File: src/rtl/shift_receiver.sv
// shift_receiver: serial-to-parallel receiver with selectable bit order,
// a one-word output holding register with valid/ready handshake, and a
// sticky overrun flag for completed words that had nowhere to go.
module shift_receiver #(
  parameter int WIDTH = 8
) (
  input  logic                       clock,
  input  logic                       Reset_b,
  input  logic                       start,
  input  logic                       ShiftLeft,
  input  logic                       serial_in,
  input  logic                       bit_valid,
  input  logic                       out_ready,
  input  logic                       clear_err,
  output logic [WIDTH-1:0]           Q,
  output logic                       out_valid,
  output logic                       busy,
  output logic [$clog2(WIDTH+1)-1:0] bit_count,
  output logic                       overrun
);

  localparam int CW = $clog2(WIDTH+1);
  localparam logic [CW-1:0] LAST_BIT = CW'(WIDTH - 1);

  typedef enum logic {
    IDLE  = 1'b0,
    SHIFT = 1'b1
  } state_t;

  state_t           state_q, state_d;
  logic [WIDTH-1:0] shift_q, shift_d;
  logic [CW-1:0]    count_q, count_d;
  logic             dir_q, dir_d;
  logic [WIDTH-1:0] shifted;
  logic             word_done;
  logic             load_word;

  // Frame control: start (re)opens a frame, valid bits shift in, the
  // WIDTH-th bit closes the frame and hands the assembled word onward.
  always_comb begin
    state_d   = state_q;
    shift_d   = shift_q;
    count_d   = count_q;
    dir_d     = dir_q;
    word_done = 1'b0;
    if (dir_q) begin
      shifted = {shift_q[WIDTH-2:0], serial_in};
    end else begin
      shifted = {serial_in, shift_q[WIDTH-1:1]};
    end
    case (state_q)
      IDLE: begin
        if (start) begin
          shift_d = '0;
          count_d = '0;
          dir_d   = ShiftLeft;
          state_d = SHIFT;
        end
      end
      SHIFT: begin
        if (start) begin
          shift_d = '0;
          count_d = '0;
          dir_d   = ShiftLeft;
        end else if (bit_valid) begin
          shift_d = shifted;
          if (count_q == LAST_BIT) begin
            word_done = 1'b1;
            count_d   = '0;
            state_d   = IDLE;
          end else begin
            count_d = count_q + CW'(1);
          end
        end
      end
      default: state_d = IDLE;
    endcase
  end

  // A finished word may take the holding register only if it is empty or
  // being drained on this very edge.
  assign load_word = word_done && (!out_valid || out_ready);

  // Frame state registers.
  always_ff @(posedge clock or negedge Reset_b) begin
    if (!Reset_b) begin
      state_q <= IDLE;
      shift_q <= '0;
      count_q <= '0;
      dir_q   <= 1'b0;
    end else begin
      state_q <= state_d;
      shift_q <= shift_d;
      count_q <= count_d;
      dir_q   <= dir_d;
    end
  end

  // Output holding register and handshake; a new load keeps valid high.
  always_ff @(posedge clock or negedge Reset_b) begin
    if (!Reset_b) begin
      Q         <= '0;
      out_valid <= 1'b0;
    end else if (load_word) begin
      Q         <= shifted;
      out_valid <= 1'b1;
    end else if (out_valid && out_ready) begin
      out_valid <= 1'b0;
    end
  end

  // Sticky overrun: a dropped word sets it and beats a coincident clear.
  always_ff @(posedge clock or negedge Reset_b) begin
    if (!Reset_b) begin
      overrun <= 1'b0;
    end else if (word_done && out_valid && !out_ready) begin
      overrun <= 1'b1;
    end else if (clear_err) begin
      overrun <= 1'b0;
    end
  end

  assign busy      = (state_q == SHIFT);
  assign bit_count = count_q;

endmodule
File: config.mk
export PLATFORM = sky130hd
export DESIGN_NAME = shift_receiver
export DESIGN_NICKNAME = d
export VERILOG_FILES = /design/src/rtl/shift_receiver.sv
export SDC_FILE = /design/constraint.sdc
export NUM_CORES = 1
export LEC_CHECK = 0
export ABC_AREA = 1
export BUFFER_PORTS_ARGS = -buffer_cell sky130_fd_sc_hd__buf_2
export CAP_MARGIN = 5
export CELL_PAD_IN_SITES_DETAIL_PLACEMENT = 0
export CELL_PAD_IN_SITES_GLOBAL_PLACEMENT = 1
export CORE_MARGIN = 1
export CORE_UTILIZATION = 44
export CTS_BUF_LIST = sky130_fd_sc_hd__clkbuf_4
export DETAILED_ROUTE_END_ITERATION = 16
export PLACE_DENSITY_LB_ADDON = 0.1
export SLEW_MARGIN = 15
export SYNTH_ARGS = -nofsm -noshare
export SYNTH_HDL_FRONTEND = slang
export SYNTH_SLANG_ARGS = --single-unit
File: constraint.sdc
create_clock -name clock -period 3.2 [get_ports clock]
set_input_delay 0.16 -clock clock [delete_from_list [all_inputs] [get_ports clock]]
set_output_delay 0.16 -clock clock [all_outputs]
set_load 0.01 [all_outputs]
After elaboration in Yosys (flattened, before gate mapping)
Index checks and enable logic that the tools add are counted.

Flip-flop bits (word level): 24. Output and inout port bits: 15.

Add/sub/neg operators: 1. Eq/ne operators: 3. Mux-type cells: 24. Bitwise gates (word level): 1. Reduce and logical (&&, ||, !) cells: 10.

Operators with widths (number): two-way mux 8 bit (4); two-way mux 4 bit (4); case mux 8 bit (2 select lines) (1); two-way mux 1 bit (13); case mux 4 bit (2 select lines) (1); adder 4 x 1 -> 4 bit (second input constant) (1); equality test 4 x 3 -> 1 bit (second input constant) (1); logical AND 1 bit (4); nonzero test 2 bit (2); != test 3 bit (second input constant) (1); logical NOT 1 bit (2); != test 2 bit (second input constant) (1); case mux 1 bit (2 select lines) (1); AND reduction 2 bit (1); logical OR 1 bit (1); NOT 1 bit (1).

Logic depth before layout (Yosys ltp)
Gate-level depths: netlist of run 1.

Depth after elaboration: 8. Depth in mapped cells: 6. Gate-level depth less buffers: 6.

Worst setup path before layout of run 1
No wires, ideal clock.

Kind: register to register. Start point: register count_q[0], in the netlist bit_count[0]. End point: register Q[0]. Setup time: 118 ps. Arrival: 1120 ps. Required time: 3082 ps. Setup slack: 1962 ps. Cell stages (with the launch flop): 7. Clock period less this slack: 1238 ps. Cells stage by stage: dfrtp_1 -> ha_1 -> nand2_1 -> nor2_2 -> nand3_2 -> nand2_1 -> nand2_1.

Cells in the longest elaborated chain, start to end: 6.

Ends and longest elaborated chain: start: declaration (line 32) `logic [CW-1:0] count_q, count_d;`; start signal: assignment (line 94) `count_q <= count_d;`; equality test 4 x 3 -> 1 bit (line 67) `if (count_q == LAST_BIT) begin`; two-way mux 1 bit (line 67); two-way mux 1 bit (line 65) `end else if (bit_valid) begin`; two-way mux 1 bit (line 61) `if (start) begin`; two-way mux 1 bit (line 51) `case (state_q)`; logical AND 1 bit (line 82) `assign load_word = word_done && (!out_valid || out_ready);`; end signal: assignment (line 105) `Q <= shifted;`; end: declaration (line 15) `output logic [WIDTH-1:0] Q,`.

Every way passes these cells. A chain may end at the register's enable or synchronous reset.

Final worst setup path of run 1
Start point: register state_q, in the netlist busy. End point: register Q[7].

Cells in the longest elaborated chain, start to end: 2.

Ends and longest elaborated chain: start: declaration (line 30) `state_t state_q, state_d;`; start signal: assignment (line 92) `state_q <= state_d;`; two-way mux 1 bit (line 51); logical AND 1 bit (line 82).

Every way passes these cells.

==> results of run 1 <==
## cells by family after synthesis
logic type	Yosys count
buffers and inverters	17
AND/OR/NAND/NOR	70
adder cells (fa/ha/maj)	1
AO/OA/AOI/OAI	20
flip-flops	24
## critical path: stages, from the launching register on
cell,delay (ns)
dfrtp_1,0.43
nand2_1,0.11
nor2_2,0.41
nand3_2,0.27
nand2_1,0.11
nand2_1,0.06
## cells in the final DEF, fill, tap and decap left out, drive strengths merged
cell type / synthesis / final
nand4: 1 / 1
o21ai: 18 / 18
nand3: 14 / 14
dlygate4sd3: 0 / 1
dfrtp: 24 / 24
o22ai: 1 / 1
nand2: 49 / 49
nor2: 6 / 6
buf: 2 / 22
clkinv: 0 / 1
inv: 14 / 14
ha: 1 / 1
clkbuf: 1 / 3
a21oi: 1 / 1
## flip-flops by register name, summed over array words and instances (netlist names)
name and count:
Q 8, bit_count 4, busy 1, dir_q 1, out_valid 1, overrun 1
shift_q 8
## report_power, final
part           leakage, uW  switching, uW  total, uW  internal, uW
clock network    0.0000154           88.7        134          45.5
registers         0.000326           7.49        316           308
logic             0.000322           23.3       34.2          10.9
## cell type report
cell class,instances,area share [%]
multi-input combinational,91,33.6
clock inverter,1,0.299
inverter,14,4.18
clock buffer,3,1.79
timing repair buffer,23,9.55
tap,28,2.79
sequential,24,47.8
## stage by stage
step | instance area [um2] | hold WS [ns] | power, uW
after floorplan | 1100 | -0.136 | 339
after global placement | 1220 | 0.166 | 355
after detailed placement | 1220 | 0.168 | 356
after CTS | 1260 | 0.0253 | 490
after global routing | 1260 | 0.0189 | 504
final | 1260 | 0.0339 | 484
## worst paths after layout
path | depth (start not counted) | endpoint | start
worst max-delay path | 5 | Q[7] | busy
worst min-delay path | 2 | overrun | clear_err
worst max register to register | 5 | Q[7] | busy
worst min register to register | 2 | Q[0] | Q[0]
max in group asynchronous | 2 | dir_q | Reset_b
min in group asynchronous | 2 | busy | Reset_b
## timing repair
action                                  4_1_cts  5_1_grt
hold endpoints to repair                     24        0
hold buffers                                  1        0
endpoints found under the setup margin        0        0
## metal layers
layer	vias up	part of all wire, %
li1	468	-
met1	422	51
met2	23	44
met3	2	4.4
met4	0	0.61
met5	-	0
==> impl_metrics.toml, run 1 <==
[run_status]
status = "finished, final reports clean"

[cells_and_area]
fillCellCount = 216
nets = 166
final_util_pct = 55.3
seqCellArea_um2 = 601
n_antenna_cell = 0
final_cells = 184
drive_gt1_share_pct = 19.9
area_growth_pct = 14.5
multi_input_area_um2 = 423

[clocking]
clkSinkCount = 24
clockRootBuffer = "clkbuf_4"
clk_pin_slew_ns = 0.13
insertion_delay_ns = 0.31
numCtsBuffers = 3
ctsResizeCount = 0
max-clock-path-buffers = 2
post_cts_buffers = 0
tritoncts = "built"
htreeDepth = 1

[global_routing]
grt_pass1_vias = 840
antenna_found_initial = 0
use_met3_pct = 2.63
globalRouteTotalUtil_pct = 18.8
grt_pass1_wl_um = 3720
gr-usage-met1_pct = 25.8
use_met2_pct = 30.1
grt_overflow_total = 0
grt.busiest_layer = "met2"
grt_max_degree = 25

[timing]
finalWorstSetupSlack_ns = 1.69
max_clock_freq_mhz = 663
finalSetupViolCount = 0
rsz0062_at_grt = "false"
setup-tns-final_ns = 0
slew_headroom_pct = 65.3
final_hold_viol_count = 0
worstMarginPinSlew_ns = 0.520
skew_ns = 0.00834
finalMaxSlewViolations = 0
fin_crit_ns = 1.51
fin_crit_sh_pct = 47.1

[floorplan]
coreArea_um2 = 2280
rows = 17
dieWidth_um = 52.0
initial_utilization_pct = 48.3
dieArea_um2 = 2700
die_y_um = 52.0
pin_count = 23

[synthesis]
synth.avg_cell_area_um2 = 8.32
synth_commonest_cells = "nand2_1, dfrtp_1, o21ai_0, inv_1, nand3_1"
synthXorXnorAreaFrac_pct = 0
yosys.area.top_type_share_pct = 54.7
syn_inst = 132
synth_nets = 141
synth_edf_count = 0
syn_area_um2 = 1100
ys_seq_elements = 24
synth_compound_area_share_pct = 9.79
ys_seq_area_share_pct = 54.7
synth_most_common_cell = "nand2_1"
synthTopCellsByArea = "dfrtp_1, nand2_1, o21ai_0"
synth_top_family_by_area = "simple AND/OR/NAND/NOR gates"
synthMuxAreaShare_pct = 0
async_flop_share_pct = 100
yosys_warnings = 0
synth_top_area_cell = "dfrtp_1"
synthSimpleGateAreaFrac_pct = 27.6
dominantRegCellSynth = "dfrtp_1"
synth_adder_area_share_pct = 1.14
yosysUniqueCellTypes = 17

[setup_path]
cp-start-kind = "flip-flop"
cp-end-kind = "flip-flop"
crit_required_ns = 3.41
rrSetupSlack_ns = 1.69
critPathMaxFanout = 12
critPathArrivalTime_ns = 1.71
crit_type = "reg2reg"

[route]
final_antenna_net_count = 0
drc = 0
first_iter_violations = 18
num_vias = 915
first_pass_iters = 4
avgRoutedWirePerCell_um = 11.5
wl_um = 2120
via_per_inst = 4.97

[power_and_ir_drop]
p_leak_uw = 0.000664
p_per_area_nw_per_um2 = 385
ir_drop_mv = 0.289

[placement]
dp_slack_ns = 1.73
dp.cells = 179
gp_congestion = 0.784
portBuffers = 22
hpwl_um = 1620

[min_path]
hold_path.class = "in2reg"

[run]
max_cap_violations = 0
No activity file was read; power rests on OpenSTA's default activity.
==> run 2, diff against run 1 <==
- ABC_AREA: 1 -> 0
- CORE_UTILIZATION: 44 -> 43
- clock period: 3.2 -> 1.5 ns (I/O delays scaled with it)
==> run 2 against run 1 <==
Effect of this change: the flow now finishes with violations (negative setup slack); combinational power increased to 4.1 times the previous value; clock power increased to 3.5 times the previous value; clock-buffer cell count unchanged; critical path depth decreased by 1; sequential share of layout area decreased by 4.0 points; critical path type unchanged; sequential cell count unchanged; largest cell class unchanged; critical endpoint is now Q[4]; sequential power increased by 120%; largest power group unchanged.
==> impl_metrics.toml, run 2 <==
[timing]
rsz0062_at_grt = "true"
fin_crit_sh_pct = 114
slew_headroom_pct = 63.8
skew_ns = 0.0162
finalMaxSlewViolations = 0
worstMarginPinSlew_ns = 0.543
fin_crit_ns = 1.71
max_clock_freq_mhz = 585
final_hold_viol_count = 0
finalHoldWorstSlack_ns = 0.0999
finalWorstSetupSlack_ns = -0.210
finalSetupViolCount = 8

[run_status]
violations = "negative setup slack"
status = "finished with violations"

[min_path]
hold_path.class = "in2reg"
hp-start = "serial_in"

[floorplan]
coreArea_um2 = 2300
initial_utilization_pct = 47.2
rows = 17
dieArea_um2 = 2720
pin_count = 23
dieWidth_um = 52.2
die_y_um = 52.2

[setup_path]
critPathArrivalTime_ns = 1.91
crit_required_ns = 1.70
reg2reg_from = "bit_count[1]"
cp-start-kind = "flip-flop"
critical_path_buf_inv_count = 0
crit_type = "reg2reg"
cp_top_family = "simple AND/OR/NAND/NOR gates"
cp-end-kind = "flip-flop"
worstSetupStartpoint = "bit_count[1]"
cp_cell_sequence = "ha_2 > nand3b_1 > or4b_4 > mux2_4"
cp_slowest_cell = "or4b_4"
critPathMaxFanout = 7
slowest_delay_ns = 0.59

[clocking]
clkSinkCount = 24
max-clock-path-buffers = 2
numCtsBuffers = 3
clk_pin_slew_ns = 0.15
clockRootBuffer = "clkbuf_4"
tritoncts = "built"
insertion_delay_ns = 0.32
post_cts_buffers = 0
htreeDepth = 1

[synthesis]
dominantRegCellSynth = "dfrtp_1"
yosysUniqueCellTypes = 24
synth_top_family_by_area = "multiplexers"
yosys.area.top_type_share_pct = 55.4
synthMuxAreaShare_pct = 19.3
synth_top_area_cell = "dfrtp_1"
yosys_warnings = 0
synth_adder_area_share_pct = 1.15
synthTopCellsByArea = "dfrtp_1, mux2_4, mux2_2"
synth_edf_count = 0
synthSimpleGateAreaFrac_pct = 15.4
ys_seq_elements = 24
synth_nets = 103
synthXorXnorAreaFrac_pct = 0.808
ys_seq_area_share_pct = 55.4
synth.avg_cell_area_um2 = 11.5
synth_compound_area_share_pct = 4.50
async_flop_share_pct = 100
syn_inst = 94
synth_most_common_cell = "dfrtp_1"
synth_commonest_cells = "dfrtp_1, nor2_1, mux2_2, mux2_4, nor3_1"
syn_area_um2 = 1080

[route]
first_pass_iters = 3
wl_met2_um = 981
num_vias = 781
m1WireLength_um = 1150
wl_um = 2260
wl_met3_um = 111
via_per_inst = 4.97
first_iter_violations = 12
drc = 0
final_antenna_net_count = 0
top_layer = "met4"
avgRoutedWirePerCell_um = 14.4

[global_routing]
grt_overflow_total = 0
grt_pass1_wl_um = 3820
globalRouteTotalUtil_pct = 20.0
antenna_found_initial = 0
grt_pass1_vias = 783
grt_max_degree = 25

[run]
max_cap_violations = 0

[power_and_ir_drop]
power_frac_clock_pct = 36.1
p_seq_share_pct = 53.2
p_per_area_nw_per_um2 = 947
comb_power_share_pct = 10.7
power.switching_uw = 294
ir_drop_mv = 0.574
internal_power_uw = 1010
p_leak_uw = 0.000730
switching_share_pct = 22.6

[placement]
dp_slack_ns = -0.215
gp_congestion = 0.744
hpwl_um = 1590
portBuffers = 22
place_area_um2 = 1290

[cells_and_area]
final_util_pct = 59.8
final_cell_mix = "dfrtp_1, buf_2, nor2_1"
area_growth_pct = 26.8
nets = 139
n_antenna_cell = 0
drive_gt1_share_pct = 40.3
final_cell_area_um2 = 1370
final_common_cell = "dfrtp_1"
run 2: cell types whose count changed after synthesis, sizes merged, moves of 2 or more:
cell and change:
nand3b +2, a21oi +2, o21ai -17, a211oi +2, clkbuf +3, inv -11
mux2i +4, nor3 +6, nor2 +9, nand3 -12, mux2 +13, nand2 -44
run 2: final cells by class:
| type | instances | area, um2 |
|---|---|---|
| clock buffer | 3 | 22.5 |
| clock inverter | 1 | 30.0 |
| fill | 213 | 923 |
| inverter | 3 | 11.3 |
| multi-input combinational | 62 | 452 |
| sequential | 24 | 601 |
| tap | 28 | 35.0 |
| timing repair buffer | 36 | 223 |
run 2: kinds of logic (layout without fill, tap and decap cells):
logic type	Yosys count	count (layout)
AND/OR/NAND/NOR	35	35
multiplexers	17	17
AO/OA/AOI/OAI	8	8
flip-flops	24	24
adder cells (fa/ha/maj)	1	1
buffers and inverters	8	43
XOR/XNOR	1	1
run 2: repair_timing:
item | CTS | global route
hold buffers | 3 | 0
endpoints found under the hold margin | 26 | 0
gates resized for setup | 2 | 1
pin swaps | 0 | 1
setup endpoints to repair | 8 | 9
run 2: stage by stage:
step / setup TNS [ns] / power (uW) / instances
global route: -1.94 / 1370 / 157
global placement: -1.13 / 834 / 151
floorplan: -1.71 / 777 / 94
detailed placement: -1.57 / 837 / 151
CTS: -1.80 / 1310 / 158
finish: -1.44 / 1300 / 157
run 2: power groups by stage:
stage               registers [uW]  logic [uW]  clock network (uW)
floorplan                      696        81.6                   0
global placement               704         131                   0
detailed placement             704         132                   0
CTS                            692         140                 481
global route                   696         158                 515
finish                         693         139                 470
run 2: worst paths after layout:
check | end | slack, ns | cells after the start
max in group asynchronous | dir_q | 0.88 | 2
min in group asynchronous | shift_q[6] | 0.25 | 2
worst max register to register | Q[4] | -0.21 | 4
worst max-delay path | Q[4] | -0.21 | 4
worst min-delay path | Q[7] | 0.1 | 3
worst min register to register | Q[2] | 0.54 | 1
run 2: layer usage:
layer	up-vias	track usage (%)
met5	-	0
met4	0	7.89
met3	2	4.06
met2	18	29.5
met1	374	28.6
li1	387	-
run 2: tightest hold or removal path, stage by stage:
cell,delay (ns)
buf_2,0.09
mux2i_1,0.09
mux2i_1,0.13
